<file path="src/rtl/gray_pingpong_buf_if.sv">
// Bus bundle for the grey-pixel ping-pong buffer: writer side, SAD reader
// side and frame status. The master is the producer/SAD side and the slave
// is the buffer.
interface gray_pingpong_buf_if #(
    parameter int MEAN_SIZE      = 4,
    parameter int BUF_ADDR_WIDTH = 1
);
    logic [MEAN_SIZE-1:0]      wr_data;
    logic [BUF_ADDR_WIDTH-1:0] wr_addr;
    logic                      wr_valid;
    logic                      wr_ready;
    logic                      frame_valid;
    logic                      rd_en;
    logic [BUF_ADDR_WIDTH-1:0] rd_addr;
    logic [MEAN_SIZE-1:0]      rd_data;
    logic                      sad_done;
    logic [7:0]                frame_cnt;
    logic                      addr_err;

    modport master (
        output wr_data, wr_addr, wr_valid, rd_en, rd_addr, sad_done,
        input  wr_ready, frame_valid, rd_data, frame_cnt, addr_err
    );

    modport slave (
        input  wr_data, wr_addr, wr_valid, rd_en, rd_addr, sad_done,
        output wr_ready, frame_valid, rd_data, frame_cnt, addr_err
    );
endinterface

</file>
<file path="src/rtl/gray_pingpong_buf.sv">
// Two-bank ping-pong frame buffer between the grey mean stage (writer) and
// the SAD engine (reader). The writer fills bank wb; a completed bank is
// marked full and handed to the reader, which releases it with sad_done.
module gray_pingpong_buf #(
    parameter int CAMERA_HSIZE   = 1,
    parameter int CAMERA_VSIZE   = 1,
    parameter int MEAN_SIZE      = 4,
    parameter int BUF_ADDR_WIDTH = 1
) (
    input  logic                clk,
    input  logic                rst_n,
    gray_pingpong_buf_if.slave  bus
);
    localparam int FRAME = CAMERA_HSIZE * CAMERA_VSIZE;
    localparam int DEPTH = 1 << BUF_ADDR_WIDTH;
    // FRAME fits in one extra address bit because FRAME <= 2^BUF_ADDR_WIDTH
    localparam logic [BUF_ADDR_WIDTH:0]   FRAME_W   = (BUF_ADDR_WIDTH+1)'(FRAME);
    localparam logic [BUF_ADDR_WIDTH-1:0] LAST_WORD = BUF_ADDR_WIDTH'(FRAME - 1);

    logic [1:0]                full_reg, full_next;
    logic                      wb_reg, rb_reg;
    logic [BUF_ADDR_WIDTH-1:0] wcnt_reg, wcnt_next;
    logic [7:0]                frame_cnt_reg;
    logic                      addr_err_reg;
    logic [MEAN_SIZE-1:0]      rd_data_reg;
    logic [1:0][MEAN_SIZE-1:0] bank_rd;

    logic wr_ready, frame_valid;
    logic wr_fire, wr_in_range, rd_in_range;
    logic wr_store, bank_done, bank_free, rd_fire;

    assign wr_ready    = ~full_reg[wb_reg];
    assign frame_valid = full_reg[rb_reg];
    assign wr_fire     = bus.wr_valid & wr_ready;
    assign wr_in_range = ({1'b0, bus.wr_addr} < FRAME_W);
    assign rd_in_range = ({1'b0, bus.rd_addr} < FRAME_W);
    assign wr_store    = wr_fire & wr_in_range;
    assign bank_done   = wr_store & (wcnt_reg == LAST_WORD);
    assign bank_free   = bus.sad_done & frame_valid;
    assign rd_fire     = bus.rd_en & frame_valid;

    assign bus.wr_ready    = wr_ready;
    assign bus.frame_valid = frame_valid;
    assign bus.rd_data     = rd_data_reg;
    assign bus.frame_cnt   = frame_cnt_reg;
    assign bus.addr_err    = addr_err_reg;

    // Next full flags and write count; completion and release never hit the
    // same bank because a full write bank blocks the completing write.
    always_comb begin
        full_next = full_reg;
        wcnt_next = wcnt_reg;
        if (wr_store) begin
            wcnt_next = bank_done ? '0 : wcnt_reg + 1'b1;
        end
        if (bank_done) begin
            full_next[wb_reg] = 1'b1;
        end
        if (bank_free) begin
            full_next[rb_reg] = 1'b0;
        end
    end

    // Bank bookkeeping, frame counter and sticky address error.
    always_ff @(posedge clk or negedge rst_n) begin
        if (!rst_n) begin
            full_reg      <= '0;
            wb_reg        <= 1'b0;
            rb_reg        <= 1'b0;
            wcnt_reg      <= '0;
            frame_cnt_reg <= '0;
            addr_err_reg  <= 1'b0;
        end else begin
            full_reg <= full_next;
            wcnt_reg <= wcnt_next;
            if (bank_done) begin
                wb_reg        <= ~wb_reg;
                frame_cnt_reg <= frame_cnt_reg + 8'd1;
            end
            if (bank_free) begin
                rb_reg <= ~rb_reg;
            end
            if (wr_fire && !wr_in_range) begin
                addr_err_reg <= 1'b1;
            end
        end
    end

    // Registered read port; uses the read bank as it was before the edge.
    always_ff @(posedge clk or negedge rst_n) begin
        if (!rst_n) begin
            rd_data_reg <= '0;
        end else if (rd_fire) begin
            rd_data_reg <= rd_in_range ? bank_rd[rb_reg] : '0;
        end
    end

    // One storage array per bank; contents survive reset.
    for (genvar gi = 0; gi < 2; gi++) begin : g_bank
        logic [MEAN_SIZE-1:0] bank_mem [0:DEPTH-1];

        // Store an in-range pixel when this bank is the write bank.
        always_ff @(posedge clk) begin
            if (wr_store && (wb_reg == 1'(gi))) begin
                bank_mem[bus.wr_addr] <= bus.wr_data;
            end
        end

        assign bank_rd[gi] = bank_mem[bus.rd_addr];
    end
endmodule

</file>
<file path="src/flat_wrapper.sv">
// flat-port wrapper written by rule: the top's interface ports become plain ports
module gray_pingpong_buf_flat 
#(
    parameter int CAMERA_HSIZE   = 1,
    parameter int CAMERA_VSIZE   = 1,
    parameter int MEAN_SIZE      = 4,
    parameter int BUF_ADDR_WIDTH = 1
)
  (clk, rst_n, bus_wr_data, bus_wr_addr, bus_wr_valid, bus_rd_en, bus_rd_addr, bus_sad_done, bus_wr_ready, bus_frame_valid, bus_rd_data, bus_frame_cnt, bus_addr_err);
  gray_pingpong_buf_if #(.MEAN_SIZE(MEAN_SIZE), .BUF_ADDR_WIDTH(BUF_ADDR_WIDTH)) bus_i ();
  input  logic clk;
  input  logic rst_n;
  input wire logic [$bits(bus_i.wr_data)-1:0] bus_wr_data;
  input wire logic [$bits(bus_i.wr_addr)-1:0] bus_wr_addr;
  input wire logic [$bits(bus_i.wr_valid)-1:0] bus_wr_valid;
  input wire logic [$bits(bus_i.rd_en)-1:0] bus_rd_en;
  input wire logic [$bits(bus_i.rd_addr)-1:0] bus_rd_addr;
  input wire logic [$bits(bus_i.sad_done)-1:0] bus_sad_done;
  output wire logic [$bits(bus_i.wr_ready)-1:0] bus_wr_ready;
  output wire logic [$bits(bus_i.frame_valid)-1:0] bus_frame_valid;
  output wire logic [$bits(bus_i.rd_data)-1:0] bus_rd_data;
  output wire logic [$bits(bus_i.frame_cnt)-1:0] bus_frame_cnt;
  output wire logic [$bits(bus_i.addr_err)-1:0] bus_addr_err;
  assign bus_i.wr_data = bus_wr_data;
  assign bus_i.wr_addr = bus_wr_addr;
  assign bus_i.wr_valid = bus_wr_valid;
  assign bus_i.rd_en = bus_rd_en;
  assign bus_i.rd_addr = bus_rd_addr;
  assign bus_i.sad_done = bus_sad_done;
  assign bus_wr_ready = bus_i.wr_ready;
  assign bus_frame_valid = bus_i.frame_valid;
  assign bus_rd_data = bus_i.rd_data;
  assign bus_frame_cnt = bus_i.frame_cnt;
  assign bus_addr_err = bus_i.addr_err;
  gray_pingpong_buf #(.CAMERA_HSIZE(CAMERA_HSIZE), .CAMERA_VSIZE(CAMERA_VSIZE), .MEAN_SIZE(MEAN_SIZE), .BUF_ADDR_WIDTH(BUF_ADDR_WIDTH)) u_core (.clk(clk), .rst_n(rst_n), .bus(bus_i));
endmodule
</file>
<file path="config.mk">
export PLATFORM = sky130hd
export DESIGN_NAME = gray_pingpong_buf_flat
export DESIGN_NICKNAME = d
export VERILOG_FILES = /design/src/rtl/gray_pingpong_buf_if.sv /design/src/rtl/gray_pingpong_buf.sv /design/src/flat_wrapper.sv
export SDC_FILE = /design/constraint.sdc
export NUM_CORES = 1
export LEC_CHECK = 0
export CAP_MARGIN = 20
export CORE_MARGIN = 2
export CORE_UTILIZATION = 25
export DETAILED_ROUTE_END_ITERATION = 8
export PLACE_DENSITY_LB_ADDON = 0.15
export SLEW_MARGIN = 5
export SYNTH_ARGS = -nofsm -noshare
export SYNTH_HDL_FRONTEND = slang
export SYNTH_SLANG_ARGS = --single-unit
</file>
<file path="constraint.sdc">
create_clock -name clk -period 1.9 [get_ports clk]
set_input_delay 0.19 -clock clk [delete_from_list [all_inputs] [get_ports clk]]
set_output_delay 0.19 -clock clk [all_outputs]
set_load 0.05 [all_outputs]
</file>
==> flow_metrics.py, run 1 <==
metrics = {
    "clock_network": {
        "insertion_delay_ps": 270,
        "clock_path_buffers": 2,
        "cts_buffers": 3,
        "post_cts_buffers": 0,
        "cts_resized": 0,
        "ctsHtreeMaxLevel": 1,
        "cts.sinks": 26,
        "root_buffer": "clkbuf_8",
        "clk_pin_slew_ps": 90,
        "cts_tree": "done",
        "holdBufCountCts": 0,
    },
    "placed_design": {
        "port_buffers": 25,
        "place_area_mm2": 0.00145,
        "place_congestion": 0.763,
        "dp.cells": 158,
        "dp_hpwl_um": 1530,
    },
    "logic_synthesis": {
        "synth_edf_count": 8,
        "syn_avg_cell_area_um2": 14.1,
        "netlist_area_mm2": 0.00111,
        "synth.top_cell.area_share": 0.404,
        "syn_inst": 79,
        "synth_area_leaders": "dfrtp_1, edfxtp_1, xnor2_1",
        "synth_top_area_cell": "dfrtp_1",
        "ys_types": 28,
        "synth-seq-cells": 26,
        "synth_warnings": 0,
        "yosysSeqAreaShare": 0.620,
        "synth.net_count": 91,
        "async_reset_ff_frac": 0.692,
        "synthFlopType": "dfrtp_1",
    },
    "worst_setup_path": {
        "end_kind": "output pin",
        "slowest_stage": "clkdlybuf4s50_1",
        "path_cells": "clkdlybuf4s50_1",
        "crit_required_ps": 1710,
        "slowest_delay_ps": 840,
        "crit_buf_inv": 1,
        "critPathKind": "flop to output pin",
        "crit_family": "buffers and inverters",
        "start_kind": "flop",
        "critPathMaxFanout": 5,
        "cp.arrival_ps": 1550,
    },
    "sta": {
        "maxSlewHeadroom": 0.628,
        "worst_slew_pin_slew_ps": 550,
        "setup_viol": 0,
        "final-hold-violation-count": 0,
        "timing.clock.skew_ps": 5.50,
        "grt_setup_unrepaired": "no",
        "fin_setup_tns_ps": 0,
        "holdWs_ps": 242,
        "fmax_ghz": 0.574,
        "period_needed_ps": 1740,
        "slew_violations": 0,
        "post-route-period-util": 0.918,
    },
    "global_routing": {
        "grt_max_degree": 19,
        "grt.total_usage": 0.0927,
        "grt_pass1_vias": 749,
        "grt_pass1_wl_um": 3640,
        "antenna_found_initial": 0,
        "overflow": 0,
    },
    "flow_run": {
        "drv_cap": 0,
    },
    "detailed_routing": {
        "drcViolationCount": 0,
        "avgViaCountPerCell": 4.38,
        "drt_iter0_drc": 45,
        "dr.pass1.iters": 4,
        "routed_wl_um": 2100,
        "ant_nets": 0,
        "vias": 709,
        "wl_per_cell_um": 13.0,
    },
    "die": {
        "dieHeight_um": 70.8,
        "num_rows": 24,
        "core-area_mm2": 0.00432,
        "die_area_mm2": 0.00501,
        "initial_utilization": 0.258,
        "io_pins": 26,
        "die_width_um": 70.8,
    },
    "cells_and_area": {
        "layout-drive-gt1-share": 0.182,
        "n_antenna_cell": 0,
        "nets": 123,
        "finalInstanceArea_mm2": 0.00150,
        "final_util": 0.346,
        "mostFrequentLayoutCells": "clkdlybuf4s50_1, dfrtp_1, edfxtp_1",
        "syn2layout_area_growth_pct": 34.3,
        "final_common_cell": "clkdlybuf4s50_1",
        "final_cells": 162,
    },
    "power": {
        "irDropWorstVdd_uv": 1110,
        "p_leak_nw": 0.615,
        "powerDensity_mw_per_mm2": 1570,
    },
    "status": {
        "status": "complete, no violations",
    },
    "min_path": {
        "hold_path.class": "primary input to asynchronous set/reset pin",
    },
}
==> per-layer routing <==
metal,global-route usage,up-vias,share of wire
met5,0,-,0
met4,0.0126,0,0.0029
met3,0.0328,2,0.066
met2,0.143,24,0.45
met1,0.130,337,0.48
li1,-,346,-
==> report_power, final <==
part           internal (W)  leakage [nW]  switching [W]
clock network      0.000145        0.0231       0.000165
logic              0.000482         0.293       0.000665
registers          0.000730         0.299       0.000161
total               0.00136         0.615       0.000991
==> kinds of logic (layout without fill, tap and decap cells) <==
kind of cell | after synthesis | count (layout) | synth area share
adder cells (fa/ha/maj) | 1 | 1 | 0.0112
XOR/XNOR | 7 | 7 | 0.0550
multiplexers | 12 | 12 | 0.134
buffers and inverters | 3 | 34 | 0.0135
flip-flops | 26 | 26 | 0.620
AO/OA/AOI/OAI | 6 | 6 | 0.0370
AND/OR/NAND/NOR | 24 | 24 | 0.130
==> cells in the mapped netlist, drive strengths merged, types with 2 or more instances <==
library cell / count
dfrtp: 18
edfxtp: 8
mux2: 7
nor2: 7
xnor2: 7
mux2i: 5
nand2: 4
nand4: 4
and2: 2
and3: 2
inv: 2
==> through the flow <==
stage,power [W],setup slack [ps]
3_5_place_dp,0.00206,257
4_1_cts,0.00239,135
6_report,0.00235,157
3_3_place_gp,0.00205,276
2_1_floorplan,0.00165,75.6
5_1_grt,0.00250,99.5
==> final timing paths <==
path | startpoint | endpoint | slack, ps | cells past startpoint
min reg2reg | u_core.bus.frame_cnt[7]$_DFFE_PN0N_ | u_core.bus.frame_cnt[7]$_DFFE_PN0N_ | 470 | 1
max reg2reg | u_core.bus.frame_cnt[0]$_DFFE_PN0N_ | u_core.bus.frame_cnt[6]$_DFFE_PN0N_ | 310 | 4
max | u_core.bus.frame_cnt[0]$_DFFE_PN0N_ | bus_frame_cnt[0] | 160 | 1
min in group clk | u_core.bus.frame_cnt[7]$_DFFE_PN0N_ | u_core.bus.frame_cnt[7]$_DFFE_PN0N_ | 470 | 1
max in group asynchronous | rst_n | u_core.bus.addr_err$_DFFE_PN0P_ | 1450 | 2
min | rst_n | u_core.rb_reg$_DFFE_PN0N_ | 240 | 2
==> final cells by class <==
cell class | instances | area, µm²
fill | 438 | 2830
timing repair buffer | 28 | 280
sequential | 26 | 691
clock buffer | 3 | 41.3
inverter | 2 | 7.51
tap | 52 | 65.1
clock inverter | 1 | 3.75
multi-input combinational | 50 | 409
Power figures use the tool's default switching activity.
==> inputs of run 2 (changes only) <==
--- a/config.mk
+++ b/config.mk
@@ -5,9 +5,11 @@
 export SDC_FILE = /design/constraint.sdc
 export NUM_CORES = 1
 export LEC_CHECK = 0
+export ABC_CLOCK_PERIOD_IN_PS = 1900
 export CAP_MARGIN = 20
 export CORE_MARGIN = 2
 export CORE_UTILIZATION = 25
+export CTS_CLUSTER_DIAMETER = 30
 export DETAILED_ROUTE_END_ITERATION = 8
 export PLACE_DENSITY_LB_ADDON = 0.15
 export SLEW_MARGIN = 5
==> results of run 2 <==
Same layout as run 1: the final DEF is identical, and so are final timing and power.
